### src/rtl/mem_port_arbiter.sv
// Arbiter sharing one single-ported memory between the fetch (I) and load/store (D) ports.
// Optional wait-cycle counters are enabled by defining MEM_ARB_PERF_CNT_EN.
module mem_port_arbiter #(
    parameter int ADDR_W       = 32,
    parameter int DATA_W       = 32,
    parameter int MAX_D_STREAK = 4
) (
    input  logic                  clk,
    input  logic                  reset,
    input  logic                  i_req,
    input  logic [ADDR_W-1:0]     i_addr,
    output logic [DATA_W-1:0]     i_rdata,
    output logic                  i_ack,
    output logic                  i_stall,
    input  logic                  d_req,
    input  logic                  d_we,
    input  logic [ADDR_W-1:0]     d_addr,
    input  logic [DATA_W-1:0]     d_wdata,
    input  logic [DATA_W/8-1:0]   d_wstrb,
    output logic [DATA_W-1:0]     d_rdata,
    output logic                  d_ack,
    output logic                  d_stall,
    output logic                  mem_req,
    output logic                  mem_we,
    output logic [ADDR_W-1:0]     mem_addr,
    output logic [DATA_W-1:0]     mem_wdata,
    output logic [DATA_W/8-1:0]   mem_wstrb,
    input  logic                  mem_ready,
    input  logic [DATA_W-1:0]     mem_rdata,
    output logic [31:0]           perf_i_wait,
    output logic [31:0]           perf_d_wait
);

    localparam int STRB_W = DATA_W / 8;
    // A zero limit still needs a legal one-bit counter even though it never advances.
    localparam int STREAK_W = (MAX_D_STREAK > 0) ? $clog2(MAX_D_STREAK + 1) : 1;
    localparam logic [STREAK_W-1:0] STREAK_MAX = STREAK_W'(MAX_D_STREAK);

    typedef enum logic [1:0] {
        IDLE   = 2'd0,
        BUSY_I = 2'd1,
        BUSY_D = 2'd2
    } state_t;

    state_t                state_r;
    logic [STREAK_W-1:0]   streak_r;
    logic                  mem_req_r;
    logic                  mem_we_r;
    logic [ADDR_W-1:0]     mem_addr_r;
    logic [DATA_W-1:0]     mem_wdata_r;
    logic [STRB_W-1:0]     mem_wstrb_r;
    logic                  grant_d_s;
    logic                  grant_i_s;

    // Grant decision, only meaningful while IDLE.
    always_comb begin
        grant_d_s = 1'b0;
        grant_i_s = 1'b0;
        if (state_r == IDLE) begin
            if (d_req && (!i_req || (MAX_D_STREAK == 0) || (streak_r < STREAK_MAX))) begin
                grant_d_s = 1'b1;
            end else if (i_req) begin
                grant_i_s = 1'b1;
            end else begin
                grant_i_s = 1'b0;
            end
        end else begin
            grant_d_s = 1'b0;
            grant_i_s = 1'b0;
        end
    end

    // Main FSM: latches the granted request and holds it until the memory completes.
    always_ff @(posedge clk or negedge reset) begin
        if (!reset) begin
            state_r     <= IDLE;
            mem_req_r   <= 1'b0;
            mem_we_r    <= 1'b0;
            mem_addr_r  <= {ADDR_W{1'b0}};
            mem_wdata_r <= {DATA_W{1'b0}};
            mem_wstrb_r <= {STRB_W{1'b0}};
        end else begin
            case (state_r)
                IDLE: begin
                    if (grant_d_s) begin
                        state_r     <= BUSY_D;
                        mem_req_r   <= 1'b1;
                        mem_we_r    <= d_we;
                        mem_addr_r  <= d_addr;
                        mem_wdata_r <= d_wdata;
                        mem_wstrb_r <= d_wstrb;
                    end else if (grant_i_s) begin
                        state_r     <= BUSY_I;
                        mem_req_r   <= 1'b1;
                        mem_we_r    <= 1'b0;
                        mem_addr_r  <= i_addr;
                        mem_wdata_r <= {DATA_W{1'b0}};
                        mem_wstrb_r <= {STRB_W{1'b0}};
                    end else begin
                        state_r   <= IDLE;
                        mem_req_r <= 1'b0;
                    end
                end
                BUSY_I, BUSY_D: begin
                    if (mem_ready) begin
                        state_r   <= IDLE;
                        mem_req_r <= 1'b0;
                    end else begin
                        state_r   <= state_r;
                        mem_req_r <= 1'b1;
                    end
                end
                default: begin
                    state_r   <= IDLE;
                    mem_req_r <= 1'b0;
                end
            endcase
        end
    end

    // Starvation guard: consecutive D grants while I waits, saturating at the limit.
    always_ff @(posedge clk or negedge reset) begin
        if (!reset) begin
            streak_r <= {STREAK_W{1'b0}};
        end else if (grant_i_s || ((state_r == IDLE) && !i_req)) begin
            streak_r <= {STREAK_W{1'b0}};
        end else if (grant_d_s && (streak_r != STREAK_MAX)) begin
            streak_r <= streak_r + STREAK_W'(1);
        end else begin
            streak_r <= streak_r;
        end
    end

    assign mem_req   = mem_req_r;
    assign mem_we    = mem_we_r;
    assign mem_addr  = mem_addr_r;
    assign mem_wdata = mem_wdata_r;
    assign mem_wstrb = mem_wstrb_r;

    assign i_ack   = (state_r == BUSY_I) && mem_ready;
    assign d_ack   = (state_r == BUSY_D) && mem_ready;
    assign i_rdata = mem_rdata;
    assign d_rdata = mem_rdata;
    assign i_stall = i_req && !i_ack;
    assign d_stall = d_req && !d_ack;

`ifdef MEM_ARB_PERF_CNT_EN
    logic [31:0] perf_i_wait_r;
    logic [31:0] perf_d_wait_r;

    // Saturating count of cycles the fetch port spends stalled.
    always_ff @(posedge clk or negedge reset) begin
        if (!reset) begin
            perf_i_wait_r <= 32'd0;
        end else if (i_stall && (perf_i_wait_r != 32'hFFFF_FFFF)) begin
            perf_i_wait_r <= perf_i_wait_r + 32'd1;
        end else begin
            perf_i_wait_r <= perf_i_wait_r;
        end
    end

    // Saturating count of cycles the load/store port spends stalled.
    always_ff @(posedge clk or negedge reset) begin
        if (!reset) begin
            perf_d_wait_r <= 32'd0;
        end else if (d_stall && (perf_d_wait_r != 32'hFFFF_FFFF)) begin
            perf_d_wait_r <= perf_d_wait_r + 32'd1;
        end else begin
            perf_d_wait_r <= perf_d_wait_r;
        end
    end

    assign perf_i_wait = perf_i_wait_r;
    assign perf_d_wait = perf_d_wait_r;
`else
    assign perf_i_wait = 32'd0;
    assign perf_d_wait = 32'd0;
`endif

endmodule

### config.mk
export PLATFORM = sky130hd
export DESIGN_NAME = mem_port_arbiter
export DESIGN_NICKNAME = d
export VERILOG_FILES = /design/src/rtl/mem_port_arbiter.sv
export SDC_FILE = /design/constraint.sdc
export NUM_CORES = 1
export LEC_CHECK = 0
export CAP_MARGIN = 20
export CORE_AREA = 2 2 133 135
export CTS_BUF_LIST = sky130_fd_sc_hd__clkbuf_4 sky130_fd_sc_hd__clkbuf_8 sky130_fd_sc_hd__clkbuf_16
export CTS_CLUSTER_DIAMETER = 120
export DETAILED_ROUTE_END_ITERATION = 10
export DIE_AREA = 0 0 135 137
export DONT_BUFFER_PORTS = 1
export HOLD_SLACK_MARGIN = 0.06
export PLACE_DENSITY_LB_ADDON = 0.15
export SKIP_LAST_GASP = 1
export SLEW_MARGIN = 20
export SYNTH_ARGS = -nofsm -noshare
export SYNTH_HDL_FRONTEND = slang
export SYNTH_SLANG_ARGS = --single-unit
### constraint.sdc
create_clock -name clk -period 4.2 [get_ports clk]
set_input_delay 0.21 -clock clk [delete_from_list [all_inputs] [get_ports clk]]
set_output_delay 0.21 -clock clk [all_outputs]
set_load 0.02 [all_outputs]
# After elaboration in Yosys (flattened, before gate mapping)
# Cells that the tools add are included.
# totals
ff_bits	75
latch_bits	0
ram_bits	0
romBits	0
input_bits	138
output_inout_bits	202
mem_count	0
# classes
add_sub_neg	1
multipliers	0
div	0
magnitude_cmp	1
n_eq_ne	4
shift	0
n_mux	23
bitwise_logic	0
n_reduce_logical	17
# ops
op	count
32-bit 2-to-1 mux	4
1-bit 2-to-1 mux	11
4-bit 2-to-1 mux	2
1-bit logical AND	7
3-bit 2-to-1 mux	2
2-bit 2-to-1 mux	2
2-bit case mux with 2 select lines	1
2-bit nonzero test	2
3-bit by 1-bit adder with 3-bit output (second input constant)	1
1-bit logical NOT	3
3-bit less-than comparator (second input constant)	1
3-bit != test (second input constant)	1
2-bit by 1-bit equality test with 1-bit output (second input constant)	1
2-bit equality test (second input constant)	1
2-bit logical NOT	1
1-bit logical OR	2
2-bit != test (second input constant)	1
1-bit case mux with 2 select lines	1
2-bit AND reduction	1
2-bit OR reduction	1

# Logic depth before layout (Yosys ltp)
# Gate-level depths: netlist of run 1.
# logic_depth
depth_word	8
depth_mapped	8
mapped_depth_nobuf	5

# Least setup slack after synthesis of run 1
# OpenSTA, ideal clock, no wires.
# synth_timing
path_type	register to register
from	register state_r[0]
to	register mem_addr_r[31] (netlist: mem_addr[31])
setup_time_ns	0.125
t_arrival_ns	1.570
required_time_ns	4.075
slack_ns	2.505
path_stages_with_launch	8
n_path_buf	2
period_less_slack_ns	1.695
cell_sequence	dfrtp_1 > inv_1 > ha_1 > buf_6 > nand2_4 > buf_6 > mux2_4 > mux2_4
# synth_between
elab_chain_len	4
word_cells_on_any_way	6
classes_between	mux (3); reduce/logical (3)
# synth_lines
element	line_no	text
start: declaration	45	state_t state_r;
start signal: assignment	109	state_r <= state_r;
2-bit logical NOT *	59, 83	
1-bit 2-to-1 mux	59	if (state_r == IDLE) begin
2-bit nonzero test (no source line)	--	
2-bit AND reduction (no source line)	--	
end signal: assignment	79	mem_addr_r <= {ADDR_W{1'b0}};
end signal: assignment	89	mem_addr_r <= d_addr;
end signal: assignment	96	mem_addr_r <= i_addr;
end: declaration	49	logic [ADDR_W-1:0] mem_addr_r;
# Mark *: on every way between the ends. The rest lies on a longest branch, timed or not.
# A chain may end at the register's enable or synchronous reset.

# Final worst setup path of run 1
# layout_timing
from	register state_r[0]
to	register mem_addr_r[2] (netlist: mem_addr[2])
# The elaborated chain is that of the path after synthesis.

==> results of run 1 <==
## critical path, cell delays in order, from the launching register on
cell and delay [ns]:
sky130_fd_sc_hd__dfrtp_1 0.39, sky130_fd_sc_hd__inv_1 0.08, sky130_fd_sc_hd__ha_1 0.32, sky130_fd_sc_hd__nand2_4 0.59, sky130_fd_sc_hd__mux2_2 0.40, sky130_fd_sc_hd__mux2_2 0.26
## cells by family (layout without fill, tap and decap cells)
| logic type | after synthesis | in the layout |
|---|---|---|
| buf+inv | 187 | 134 |
| mux | 104 | 104 |
| flops | 75 | 75 |
| simple gates | 49 | 49 |
| fa+ha+maj | 6 | 6 |
| compound gates | 5 | 5 |
| other cells | 1 | 64 |
## final cells by class
| cell class | count | area [µm²] |
|---|---|---|
| inverters | 43 | 161.4 |
| well taps | 225 | 281.5 |
| flip-flops and latches | 75 | 1877 |
| clock buffers | 9 | 225.2 |
| fillers | 1738 | 11780 |
| repair buffers | 75 | 760.7 |
| multi-input cells | 228 | 1902 |
| clock inverters | 7 | 68.82 |
## state kept, by name, summed over array words and instances, names as in the netlist
register	count
mem_addr	32
mem_wdata	32
mem_wstrb	4
streak_r	3
state_r	2
mem_req	1
mem_we	1
## metal layers
metal	share of wire [%]	GRT usage, %	wire, µm	vias to the layer above
met5	0	0	0	-
met1	36	10.43	3565	1236
met4	2.5	4.745	249	0
li1	-	-	-	1171
met2	50	17.15	4940	156
met3	12	5.963	1203	31
## what timing repair did
action	in CTS	in global routing
hold endpoints to repair	146	0
buffers inserted	0	0
hold buffers	72	0
## Yosys cell counts
master / n / area share [%]
sky130_fd_sc_hd__mux2i_1: 39 / 8.2
sky130_fd_sc_hd__and2_1: 2 / 0.26
sky130_fd_sc_hd__o22ai_1: 1 / 0.13
sky130_fd_sc_hd__nand2_1: 39 / 3.1
sky130_fd_sc_hd__buf_4: 136 / 21
sky130_fd_sc_hd__dfrtp_1: 75 / 39
sky130_fd_sc_hd__a31oi_1: 1 / 0.13
sky130_fd_sc_hd__a41oi_1: 1 / 0.18
sky130_fd_sc_hd__mux2_4: 56 / 18
sky130_fd_sc_hd__buf_6: 4 / 0.94
sky130_fd_sc_hd__mux2_2: 9 / 2.1
sky130_fd_sc_hd__ha_1: 6 / 1.6
sky130_fd_sc_hd__nand2b_1: 1 / 0.13
sky130_fd_sc_hd__buf_2: 4 / 0.42
sky130_fd_sc_hd__nand2_4: 1 / 0.24
sky130_fd_sc_hd__conb_1: 1 / 0.078
sky130_fd_sc_hd__nand3_1: 3 / 0.31
sky130_fd_sc_hd__inv_1: 43 / 3.4
sky130_fd_sc_hd__nor2b_1: 3 / 0.39
sky130_fd_sc_hd__a21oi_1: 2 / 0.21
## through the flow
stage	hold WS, ns	total power [W]	instances	cell area (µm²)
after floorplan	-0.08559	0.002961	490	5014
after global placement	-0.08337	0.003016	574	4244
after detailed placement	-0.08393	0.003025	574	4244
after CTS	0.09481	0.003913	662	5276
after global routing	0.1211	0.004080	662	5276
final	0.1141	0.003842	662	5276
## final timing paths
kind / from / endpoint / slack (ns) / cells past startpoint
worst max-delay path: state_r[0]$_DFFE_PN0N_ / mem_addr[2]$_DFFE_PN0P_ / 2.00 / 5
worst min-delay path: d_req / streak_r[1]$_DFFE_PN0P_ / 0.11 / 2
worst max register to register: state_r[0]$_DFFE_PN0N_ / mem_addr[2]$_DFFE_PN0P_ / 2.00 / 5
worst min register to register: streak_r[0]$_DFFE_PN0P_ / streak_r[0]$_DFFE_PN0P_ / 0.56 / 2
max in group asynchronous: reset / mem_addr[19]$_DFFE_PN0P_ / 3.43 / 2
min in group asynchronous: reset / mem_wdata[4]$_DFFE_PN0P_ / 0.44 / 2
## where the power goes
group	total [W]	internal [W]	switching [W]
Sequential	0.00178	0.00108	0.000706
Combinational	0.00128	0.000741	0.000541
Clock	0.000778	0.000458	0.000319
==> impl_metrics.prom, run 1 <==
# TYPE chip_impl_metric gauge
chip_impl_metric{name="placement.io_buffers",unit=""} 0
chip_impl_metric{name="netlist-cell-type-count",unit=""} 20
chip_impl_info{name="status",value="finished, final reports clean"} 1
chip_impl_metric{name="ant_nets",unit=""} 0
chip_impl_info{name="grt_setup_unrepaired",value="no"} 1
chip_impl_metric{name="mean_post_synth_cell_area",unit="µm²"} 11.19
chip_impl_metric{name="max-vdd-ir-drop",unit="V"} 0.0002617
chip_impl_metric{name="relSlewSlack",unit="%"} 50.65
chip_impl_metric{name="numCtsBuffers",unit=""} 9
chip_impl_metric{name="grt_start_max_net_pins",unit=""} 76
chip_impl_metric{name="yosys-mux-area-fraction",unit="%"} 27.89
chip_impl_metric{name="initial_utilization",unit="%"} 28.01
chip_impl_metric{name="power_per_cell_area",unit="nW/µm²"} 728.2
chip_impl_info{name="hold_path_class",value="in2reg"} 1
chip_impl_metric{name="clock_sinks",unit=""} 75
chip_impl_metric{name="area_delta_synth_final",unit="%"} 10.45
chip_impl_metric{name="worst-path-max-fanout",unit=""} 41
chip_impl_metric{name="first_global_vias",unit=""} 2761
chip_impl_metric{name="final-hold-violation-count",unit=""} 0
chip_impl_info{name="crit_path_start_kind",value="flop"} 1
chip_impl_info{name="end_kind",value="flop"} 1
chip_impl_metric{name="drt_first_pass_iters",unit=""} 4
chip_impl_metric{name="via_count",unit=""} 2594
chip_impl_metric{name="detail_route.wl_per_cell",unit="µm"} 15.04
chip_impl_metric{name="setup-tns-final",unit="ns"} 0
chip_impl_metric{name="synth_xor_area_share",unit="%"} 0
chip_impl_metric{name="final_min_period_over_clock_period",unit="%"} 52.43
chip_impl_metric{name="drc",unit=""} 0
chip_impl_metric{name="initial_antenna_violation_count",unit=""} 0
chip_impl_metric{name="timing.critical_path.required",unit="ns"} 4.41
chip_impl_info{name="synth_top_family_by_area",value="multiplexers"} 1
chip_impl_metric{name="setup_viol_count_final",unit=""} 0
chip_impl_metric{name="ys_seq_elements",unit=""} 75
chip_impl_metric{name="grt_pass1_wl",unit="mm"} 14.59
chip_impl_metric{name="ios",unit=""} 340
chip_impl_metric{name="synth_sequential_area_ratio",unit="%"} 39.29
chip_impl_metric{name="std_cell_rows",unit=""} 48
chip_impl_metric{name="power.leakage",unit="nW"} 2.790
chip_impl_metric{name="drt_first_iter_violations",unit=""} 77
chip_impl_metric{name="die-height",unit="µm"} 137
chip_impl_metric{name="dieArea",unit="µm²"} 18500
chip_impl_metric{name="final_layout_size_suffix_gt1_share",unit="%"} 19.91
chip_impl_info{name="cts_root_buf",value="sky130_fd_sc_hd__clkbuf_16"} 1
chip_impl_metric{name="clock_insertion_delay_worst_skew",unit="ns"} 0.33
chip_impl_metric{name="synth.cell_area",unit="µm²"} 4777
chip_impl_metric{name="maxClockFrequency",unit="GHz"} 0.4541
chip_impl_metric{name="grt_overflow",unit=""} 0
chip_impl_metric{name="pre_cts_slack",unit="ns"} 1.950
chip_impl_metric{name="x_dimension_of_the_die",unit="µm"} 135
chip_impl_metric{name="overall_global_routing_resource_usage",unit="%"} 10.29
chip_impl_metric{name="final.setup.worst_slack",unit="ns"} 1.998
chip_impl_metric{name="wl_final",unit="mm"} 9.958
chip_impl_metric{name="core_outline_area",unit="µm²"} 17060
chip_impl_metric{name="detail_route.vias_per_cell",unit=""} 3.918
chip_impl_metric{name="finalClockSkew",unit="ns"} 0.006457
chip_impl_info{name="tritoncts",value="built"} 1
chip_impl_info{name="category_of_the_most_critical_setup_path",value="reg2reg"} 1
chip_impl_metric{name="post-dp-hpwl",unit="mm"} 6.690
chip_impl_metric{name="synth-simple-area-share",unit="%"} 4.400
chip_impl_metric{name="cp_data_arrival_time",unit="ns"} 2.42
chip_impl_metric{name="max-clock-path-buffers",unit=""} 2
chip_impl_info{name="mostFrequentLayoutCell",value="sky130_fd_sc_hd__dfrtp_1"} 1
chip_impl_metric{name="nNetsFinal",unit=""} 576
chip_impl_metric{name="diodes",unit=""} 0
chip_impl_metric{name="cts-htree-levels",unit=""} 3
chip_impl_info{name="most_frequent_cells_in_the_layout",value="75 x sky130_fd_sc_hd__dfrtp_1, 71 x sky130_fd_sc_hd__dlygate4sd3_1, 64 x sky130_fd_sc_hd__conb_1, 56 x sky130_fd_sc_hd__mux2_4, 43 x sky130_fd_sc_hd__inv_1"} 1
chip_impl_metric{name="worstMarginPinSlew",unit="ns"} 0.7402
chip_impl_metric{name="clk_pin_slew",unit="ns"} 0.06
chip_impl_metric{name="fin_crit",unit="ns"} 2.202
chip_impl_metric{name="cts_resized",unit=""} 0
chip_impl_metric{name="max_cap_violations",unit=""} 0
chip_impl_metric{name="complex_gate_fraction_of_the_synthesized_area",unit="%"} 0.6548
chip_impl_metric{name="finalWeightedCongestion",unit=""} 0.6919
chip_impl_metric{name="slew_viol_final",unit=""} 0
chip_impl_metric{name="synth_warnings",unit=""} 0
chip_impl_metric{name="gate_count_after_technology_mapping",unit=""} 427
chip_impl_metric{name="post_route_core_utilization",unit="%"} 30.93
chip_impl_metric{name="synthAdderAreaFrac",unit="%"} 1.572
Power figures use the tool's default switching activity.
==> inputs of run 2 (changes only) <==
--- a/config.mk
+++ b/config.mk
@@ -6,11 +6,11 @@
 export NUM_CORES = 1
 export LEC_CHECK = 0
 export CAP_MARGIN = 20
-export CORE_AREA = 2 2 133 135
+export CORE_AREA = 2 2 130 132
 export CTS_BUF_LIST = sky130_fd_sc_hd__clkbuf_4 sky130_fd_sc_hd__clkbuf_8 sky130_fd_sc_hd__clkbuf_16
 export CTS_CLUSTER_DIAMETER = 120
 export DETAILED_ROUTE_END_ITERATION = 10
-export DIE_AREA = 0 0 135 137
+export DIE_AREA = 0 0 132 134
 export DONT_BUFFER_PORTS = 1
 export HOLD_SLACK_MARGIN = 0.06
 export PLACE_DENSITY_LB_ADDON = 0.15
==> constraint.sdc (replaced) <==
create_clock -name clk -period 2.31 [get_ports clk]
set_input_delay 0.1155 -clock clk [delete_from_list [all_inputs] [get_ports clk]]
set_output_delay 0.1155 -clock clk [all_outputs]
set_load 0.02 [all_outputs]
==> impl_metrics.prom, run 2 (synthesized netlist as in run 1, its figures left out) <==
# TYPE chip_impl_metric gauge
chip_impl_info{name="status",value="finished, final reports clean"} 1
chip_impl_metric{name="finalClockSkew",unit="ns"} 0.005465
chip_impl_metric{name="finalWeightedCongestion",unit=""} 0.7484
chip_impl_metric{name="power.total",unit="W"} 0.007060
chip_impl_metric{name="timing.critical_path.depth",unit=""} 6
chip_impl_metric{name="nNetsFinal",unit=""} 613
chip_impl_metric{name="clock_sinks",unit=""} 75
chip_impl_info{name="timing.critical_path.cells",value="inv_1 > ha_1 > nand2_4 > buf_12 > mux2_2 > mux2_2"} 1
chip_impl_metric{name="first_global_vias",unit=""} 3079
chip_impl_metric{name="timing.critical_path.required",unit="ns"} 2.53
chip_impl_metric{name="final.setup.worst_slack",unit="ns"} 0.3632
chip_impl_metric{name="grt_start_max_net_pins",unit=""} 76
chip_impl_info{name="crit_family",value="multiplexers"} 1
chip_impl_metric{name="drt_first_iter_violations",unit=""} 49
chip_impl_info{name="timing.critical_path.mode_cell",value="sky130_fd_sc_hd__mux2_2"} 1
chip_impl_metric{name="power_per_cell_area",unit="nW/µm²"} 1252
chip_impl_metric{name="drt_first_pass_iters",unit=""} 4
chip_impl_metric{name="max-vdd-ir-drop",unit="V"} 0.0005419
chip_impl_metric{name="cp_data_arrival_time",unit="ns"} 2.17
chip_impl_metric{name="maxClockFrequency",unit="GHz"} 0.5137
chip_impl_metric{name="final_layout_size_suffix_gt1_share",unit="%"} 19.20
chip_impl_metric{name="fin_crit",unit="ns"} 1.947
chip_impl_metric{name="pre_cts_slack",unit="ns"} 0.3453
chip_impl_metric{name="max-clock-path-buffers",unit=""} 2
chip_impl_info{name="tritoncts",value="built"} 1
chip_impl_metric{name="max_cap_violations",unit=""} 0
chip_impl_metric{name="dieArea",unit="µm²"} 17690
chip_impl_metric{name="initial_antenna_violation_count",unit=""} 1
chip_impl_metric{name="die-height",unit="µm"} 134
chip_impl_metric{name="cts_resized",unit=""} 0
chip_impl_metric{name="core_outline_area",unit="µm²"} 16290
chip_impl_metric{name="grt_pass1_wl",unit="mm"} 16.70
chip_impl_info{name="cts_root_buf",value="sky130_fd_sc_hd__clkbuf_16"} 1
chip_impl_metric{name="wl_final",unit="mm"} 10.55
chip_impl_metric{name="worst_r2r_path_depth",unit=""} 6
chip_impl_metric{name="overall_global_routing_resource_usage",unit="%"} 11.91
chip_impl_metric{name="initial_utilization",unit="%"} 29.33
chip_impl_metric{name="worst_path_largest_cell_delay",unit="ns"} 0.39
chip_impl_info{name="hold_path_class",value="in2reg"} 1
chip_impl_metric{name="via_count",unit=""} 2755
chip_impl_metric{name="detail_route.vias_per_cell",unit=""} 3.964
chip_impl_metric{name="numCtsBuffers",unit=""} 9
chip_impl_metric{name="post-cts-setup-buffer-count",unit=""} 0
chip_impl_metric{name="setup-tns-final",unit="ns"} 0
chip_impl_metric{name="critical_path.n_buffers_inverters",unit=""} 2
chip_impl_metric{name="placement.io_buffers",unit=""} 0
chip_impl_metric{name="number_of_cells_on_the_worst_hold_path",unit=""} 3
chip_impl_metric{name="final-hold-violation-count",unit=""} 0
chip_impl_info{name="slowest_stage_cell_cp",value="sky130_fd_sc_hd__dfrtp_1"} 1
chip_impl_metric{name="post-dp-hpwl",unit="mm"} 6.910
chip_impl_metric{name="final_min_period_over_clock_period",unit="%"} 84.28
chip_impl_metric{name="drc",unit=""} 0
chip_impl_metric{name="cts-htree-levels",unit=""} 3
chip_impl_metric{name="area_delta_synth_final",unit="%"} 18.07
chip_impl_info{name="grt_setup_unrepaired",value="no"} 1
chip_impl_metric{name="setup_viol_count_final",unit=""} 0
chip_impl_metric{name="clk_pin_slew",unit="ns"} 0.07
chip_impl_metric{name="std_cell_rows",unit=""} 47
chip_impl_metric{name="grt_overflow",unit=""} 0
chip_impl_metric{name="x_dimension_of_the_die",unit="µm"} 132
chip_impl_info{name="category_of_the_most_critical_setup_path",value="reg2reg"} 1
chip_impl_info{name="mostFrequentLayoutCell",value="sky130_fd_sc_hd__dlygate4sd3_1"} 1
chip_impl_metric{name="clock_insertion_delay_worst_skew",unit="ns"} 0.34
chip_impl_info{name="crit_path_start_kind",value="flop"} 1
chip_impl_metric{name="layout.filler_cells",unit=""} 1642
chip_impl_metric{name="detail_route.wl_per_cell",unit="µm"} 15.18
chip_impl_metric{name="slew_viol_final",unit=""} 0
chip_impl_metric{name="ant_nets",unit=""} 0
chip_impl_info{name="end_kind",value="flop"} 1
chip_impl_metric{name="power.leakage",unit="nW"} 2.948
chip_impl_metric{name="ios",unit=""} 340
chip_impl_info{name="most_frequent_cells_in_the_layout",value="104 x sky130_fd_sc_hd__dlygate4sd3_1, 75 x sky130_fd_sc_hd__dfrtp_1, 64 x sky130_fd_sc_hd__conb_1, 56 x sky130_fd_sc_hd__mux2_4, 43 x sky130_fd_sc_hd__inv_1"} 1
chip_impl_metric{name="worst-path-max-fanout",unit=""} 43
## run 2: worst min-delay path, cell delays in order
cell	delay, ns
sky130_fd_sc_hd__nor2b_1	0.13
sky130_fd_sc_hd__nand3_1	0.08
sky130_fd_sc_hd__a21oi_1	0.06
## run 2: report_power, final
part | internal (W) | leakage, nW | switching [W] | total [W]
logic | 0.00144 | 1.90 | 0.00104 | 0.00248
clock network | 0.000733 | 0.132 | 0.000599 | 0.00133
registers | 0.00196 | 0.920 | 0.00129 | 0.00325
## run 2: path summary, 6_finish.rpt
check | startpoint | endpoint | slack (ns)
min in group asynchronous | reset | mem_wdata[6]$_DFFE_PN0P_ | 0.33
worst max-delay path | state_r[0]$_DFFE_PN0N_ | mem_addr[2]$_DFFE_PN0P_ | 0.36
worst max register to register | state_r[0]$_DFFE_PN0N_ | mem_addr[2]$_DFFE_PN0P_ | 0.36
max in group asynchronous | reset | mem_addr[10]$_DFFE_PN0P_ | 1.66
worst min register to register | streak_r[1]$_DFFE_PN0P_ | streak_r[1]$_DFFE_PN0P_ | 0.57
worst min-delay path | i_req | streak_r[1]$_DFFE_PN0P_ | 0.08
## run 2: metrics by stage
| step | std cells | util (%) | cell area, µm² | hold WS, ns |
|---|---|---|---|---|
| 6_report | 695 | 34.63 | 5640 | 0.08067 |
| 5_1_grt | 695 | 34.63 | 5640 | 0.1086 |
| 4_1_cts | 694 | 34.61 | 5638 | 0.06033 |
| 3_5_place_dp | 573 | 26.35 | 4293 | -0.1784 |
| 3_3_place_gp | 573 | 26.35 | 4293 | -0.1777 |
| 2_1_floorplan | 490 | - | 5014 | -0.1801 |
## run 2: area by class of cell
cell class	instances	area, µm²	share of cell area, %
antenna	1	2.502	0.04437
clock buffer	9	225.2	3.993
clock inverter	7	51.30	0.9095
inverter	43	161.4	2.862
multi-input combinational	228	1902	33.72
sequential	75	1877	33.27
tap	220	275.3	4.880
timing repair buffer	112	1146	20.32
## run 2: what timing repair did
| item | 4_1_cts | 5_1_grt |
|---|---|---|
| hold buffers | 105 | 0 |
| endpoints found under the hold margin | 150 | 0 |
| endpoints found under the setup margin | 0 | 0 |
## run 2: layer usage
metal  GRT usage (%)  up-vias  share of wire [%]
li1                -     1254                  -
met1           13.13     1317                 37
met2           20.14      154                 50
met3           4.460       30                9.9
met4           6.099        0                2.6
met5               0        -                  0
==> inputs of run 3 (changes only) <==
==> constraint.sdc (replaced) <==
create_clock -name clk -period 2 [get_ports clk]
set_input_delay 0.1 -clock clk [delete_from_list [all_inputs] [get_ports clk]]
set_output_delay 0.1 -clock clk [all_outputs]
set_load 0.02 [all_outputs]
==> impl_metrics.prom, run 3 (synthesized netlist as in run 1, its figures left out) <==
# TYPE chip_impl_metric gauge
chip_impl_metric{name="drc",unit=""} 0
chip_impl_info{name="crit_family",value="buffers and inverters"} 1
chip_impl_metric{name="final_min_period_over_clock_period",unit="%"} 94.45
chip_impl_metric{name="ant_nets",unit=""} 0
chip_impl_metric{name="max-vdd-ir-drop",unit="V"} 0.0006283
chip_impl_info{name="end_kind",value="flop"} 1
chip_impl_metric{name="critical_path.n_buffers_inverters",unit=""} 3
chip_impl_metric{name="timing.critical_path.required",unit="ns"} 2.22
chip_impl_metric{name="power_switching_share",unit="%"} 38.63
chip_impl_info{name="cts_root_buf",value="sky130_fd_sc_hd__clkbuf_16"} 1
chip_impl_metric{name="clock_insertion_delay_worst_skew",unit="ns"} 0.34
chip_impl_metric{name="clock_sinks",unit=""} 75
chip_impl_metric{name="intPower",unit="W"} 0.005340
chip_impl_metric{name="worst-path-max-fanout",unit=""} 8
chip_impl_metric{name="initial_antenna_violation_count",unit=""} 0
chip_impl_metric{name="final-instance-count-excl-fill",unit=""} 699
chip_impl_info{name="grt_setup_unrepaired",value="no"} 1
chip_impl_metric{name="power_per_cell_area",unit="nW/µm²"} 1496
chip_impl_metric{name="detail_route.wl_per_cell",unit="µm"} 14.84
chip_impl_metric{name="placement.io_buffers",unit=""} 0
chip_impl_metric{name="drt_first_pass_iters",unit=""} 4
chip_impl_metric{name="layout.filler_cells",unit=""} 1601
chip_impl_metric{name="detail_route.vias_per_cell",unit=""} 3.979
chip_impl_metric{name="diodes",unit=""} 0
chip_impl_metric{name="first_global_vias",unit=""} 3051
chip_impl_metric{name="max_cap_violations",unit=""} 0
chip_impl_metric{name="numCtsBuffers",unit=""} 9
chip_impl_metric{name="slew_viol_final",unit=""} 0
chip_impl_info{name="timing.critical_path.cells",value="inv_1 > ha_2 > buf_4 > nand3_4 > mux2i_1 > dlygate4sd3_1"} 1
chip_impl_metric{name="grt_overflow",unit=""} 0
chip_impl_metric{name="power.share.sequential",unit="%"} 43.2
chip_impl_info{name="category_of_the_most_critical_setup_path",value="reg2reg"} 1
chip_impl_metric{name="nNetsFinal",unit=""} 618
chip_impl_metric{name="post-cts-setup-buffer-count",unit=""} 0
chip_impl_metric{name="drt_first_iter_violations",unit=""} 54
chip_impl_metric{name="cts-htree-levels",unit=""} 3
chip_impl_metric{name="overall_global_routing_resource_usage",unit="%"} 11.80
chip_impl_metric{name="area_delta_synth_final",unit="%"} 21.77
chip_impl_metric{name="setup_viol_count_final",unit=""} 0
chip_impl_metric{name="die-height",unit="µm"} 134
chip_impl_info{name="slowest_stage_cell_cp",value="sky130_fd_sc_hd__dlygate4sd3_1"} 1
chip_impl_metric{name="ios",unit=""} 340
chip_impl_metric{name="via_count",unit=""} 2781
chip_impl_metric{name="p_switching",unit="W"} 0.003362
chip_impl_metric{name="power.combinational.fraction",unit="%"} 34.3
chip_impl_metric{name="p_clk_share",unit="%"} 22.5
chip_impl_metric{name="std_cell_rows",unit=""} 47
chip_impl_metric{name="power.leakage",unit="nW"} 3.033
chip_impl_metric{name="finalWeightedCongestion",unit=""} 0.7143
chip_impl_metric{name="multiInputGateArea",unit="µm²"} 1904
chip_impl_info{name="status",value="finished, final reports clean"} 1
chip_impl_metric{name="fin_crit",unit="ns"} 1.889
chip_impl_metric{name="dp_cells",unit=""} 576
chip_impl_metric{name="dieArea",unit="µm²"} 17690
chip_impl_metric{name="clk_pin_slew",unit="ns"} 0.06
chip_impl_metric{name="initial_utilization",unit="%"} 29.33
chip_impl_metric{name="grt_start_max_net_pins",unit=""} 76
chip_impl_metric{name="x_dimension_of_the_die",unit="µm"} 132
chip_impl_metric{name="grt_pass1_wl",unit="mm"} 16.53
chip_impl_metric{name="maxClockFrequency",unit="GHz"} 0.5294
chip_impl_info{name="most_frequent_cells_in_the_layout",value="106 x sky130_fd_sc_hd__dlygate4sd3_1, 75 x sky130_fd_sc_hd__dfrtp_1, 64 x sky130_fd_sc_hd__conb_1, 56 x sky130_fd_sc_hd__mux2_4, 43 x sky130_fd_sc_hd__inv_1"} 1
chip_impl_metric{name="setup-tns-final",unit="ns"} 0
chip_impl_info{name="crit_path_start_kind",value="flop"} 1
chip_impl_metric{name="final_layout_size_suffix_gt1_share",unit="%"} 19.83
chip_impl_metric{name="wl_final",unit="mm"} 10.37
chip_impl_metric{name="cp_data_arrival_time",unit="ns"} 2.11
chip_impl_metric{name="core_outline_area",unit="µm²"} 16290
chip_impl_metric{name="post-dp-hpwl",unit="mm"} 6.982
chip_impl_info{name="mostFrequentLayoutCell",value="sky130_fd_sc_hd__dlygate4sd3_1"} 1
chip_impl_metric{name="finalClockSkew",unit="ns"} 0.01015
chip_impl_info{name="tritoncts",value="built"} 1
chip_impl_metric{name="worst_path_largest_cell_delay",unit="ns"} 0.57
chip_impl_metric{name="area_occupied_by_registers",unit="µm²"} 1877
chip_impl_metric{name="max-clock-path-buffers",unit=""} 2
chip_impl_metric{name="post_route_core_utilization",unit="%"} 35.71
chip_impl_info{name="hold_path_class",value="in2reg"} 1
chip_impl_metric{name="final-hold-violation-count",unit=""} 0
[run 3: cell types whose count changed in the layout (fill, tap and decap cells not counted)]
| cell | before | now |
|---|---|---|
| sky130_fd_sc_hd__buf_12 | 2 | 6 |
| sky130_fd_sc_hd__buf_4 | 5 | 4 |
| sky130_fd_sc_hd__bufinv_16 | 0 | 3 |
| sky130_fd_sc_hd__clkbuf_8 | 0 | 2 |
| sky130_fd_sc_hd__clkinv_2 | 2 | 0 |
| sky130_fd_sc_hd__clkinvlp_4 | 2 | 0 |
| sky130_fd_sc_hd__diode_2 | 1 | 0 |
| sky130_fd_sc_hd__dlygate4sd3_1 | 104 | 106 |
| sky130_fd_sc_hd__ha_1 | 6 | 5 |
| sky130_fd_sc_hd__ha_2 | 0 | 1 |
| sky130_fd_sc_hd__inv_6 | 2 | 1 |
[run 3: layer usage]
metal	vias up	track usage (%)	wire, µm
met3	32	4.951	1000
li1	1262	-	-
met1	1335	12.63	3742
met5	-	0	0
met2	152	20.08	5338
met4	0	5.918	289
[run 3: power by group through the flow]
stage               logic (W)  registers [W]  clock network (W)
finish                0.00299        0.00376            0.00196
global route          0.00327        0.00386            0.00211
CTS                   0.00301        0.00378            0.00204
detailed placement    0.00278        0.00378                  0
global placement      0.00272        0.00380                  0
floorplan             0.00266        0.00355                  0
[run 3: repair_timing]
action                                 CTS  global route
hold buffers                           107             0
endpoints found under the hold margin  150             0
setup endpoints to repair                0             1
resized for setup                        0             1
[run 3: final cells by class]
type | instances | area share (%)
multi-input cells | 228 | 32.74
flip-flops and latches | 75 | 32.26
clock inverters | 5 | 1.850
well taps | 220 | 4.732
repair buffers | 117 | 21.29
inverters | 43 | 2.775
clock buffers | 11 | 4.345
[run 3: stage by stage]
step	total power [W]	worst slack, ns	cell area (µm²)	hold slack [ns]
floorplan	0.006217	0.3051	5014	-0.1956
global placement	0.006525	0.2855	4365	-0.1932
detailed placement	0.006558	0.2654	4365	-0.1936
CTS	0.008833	0.09135	5814	0.08000
global route	0.009242	0.02527	5817	0.1362
finish	0.008702	0.1109	5817	0.1157
[run 3: final timing paths]
| path | start | cells past startpoint | end | slack [ns] |
|---|---|---|---|---|
| min in group asynchronous | reset | 2 | mem_wdata[3]$_DFFE_PN0P_ | 0.30 |
| max in group asynchronous | reset | 2 | mem_addr[15]$_DFFE_PN0P_ | 1.38 |
| worst max register to register | state_r[1]$_DFFE_PN0N_ | 6 | mem_wdata[17]$_DFFE_PN0P_ | 0.11 |
| worst min register to register | streak_r[0]$_DFFE_PN0P_ | 2 | streak_r[0]$_DFFE_PN0P_ | 0.57 |
| worst min-delay path | i_req | 3 | streak_r[0]$_DFFE_PN0P_ | 0.12 |
| worst max-delay path | state_r[1]$_DFFE_PN0N_ | 6 | mem_wdata[17]$_DFFE_PN0P_ | 0.11 |
[run 3: worst register-to-register path: stages, from the launching register on]
cell and delay (ns):
sky130_fd_sc_hd__dfrtp_1 0.40, sky130_fd_sc_hd__inv_1 0.12, sky130_fd_sc_hd__ha_2 0.22, sky130_fd_sc_hd__buf_4 0.16, sky130_fd_sc_hd__nand3_4 0.16, sky130_fd_sc_hd__mux2i_1 0.16
sky130_fd_sc_hd__dlygate4sd3_1 0.57
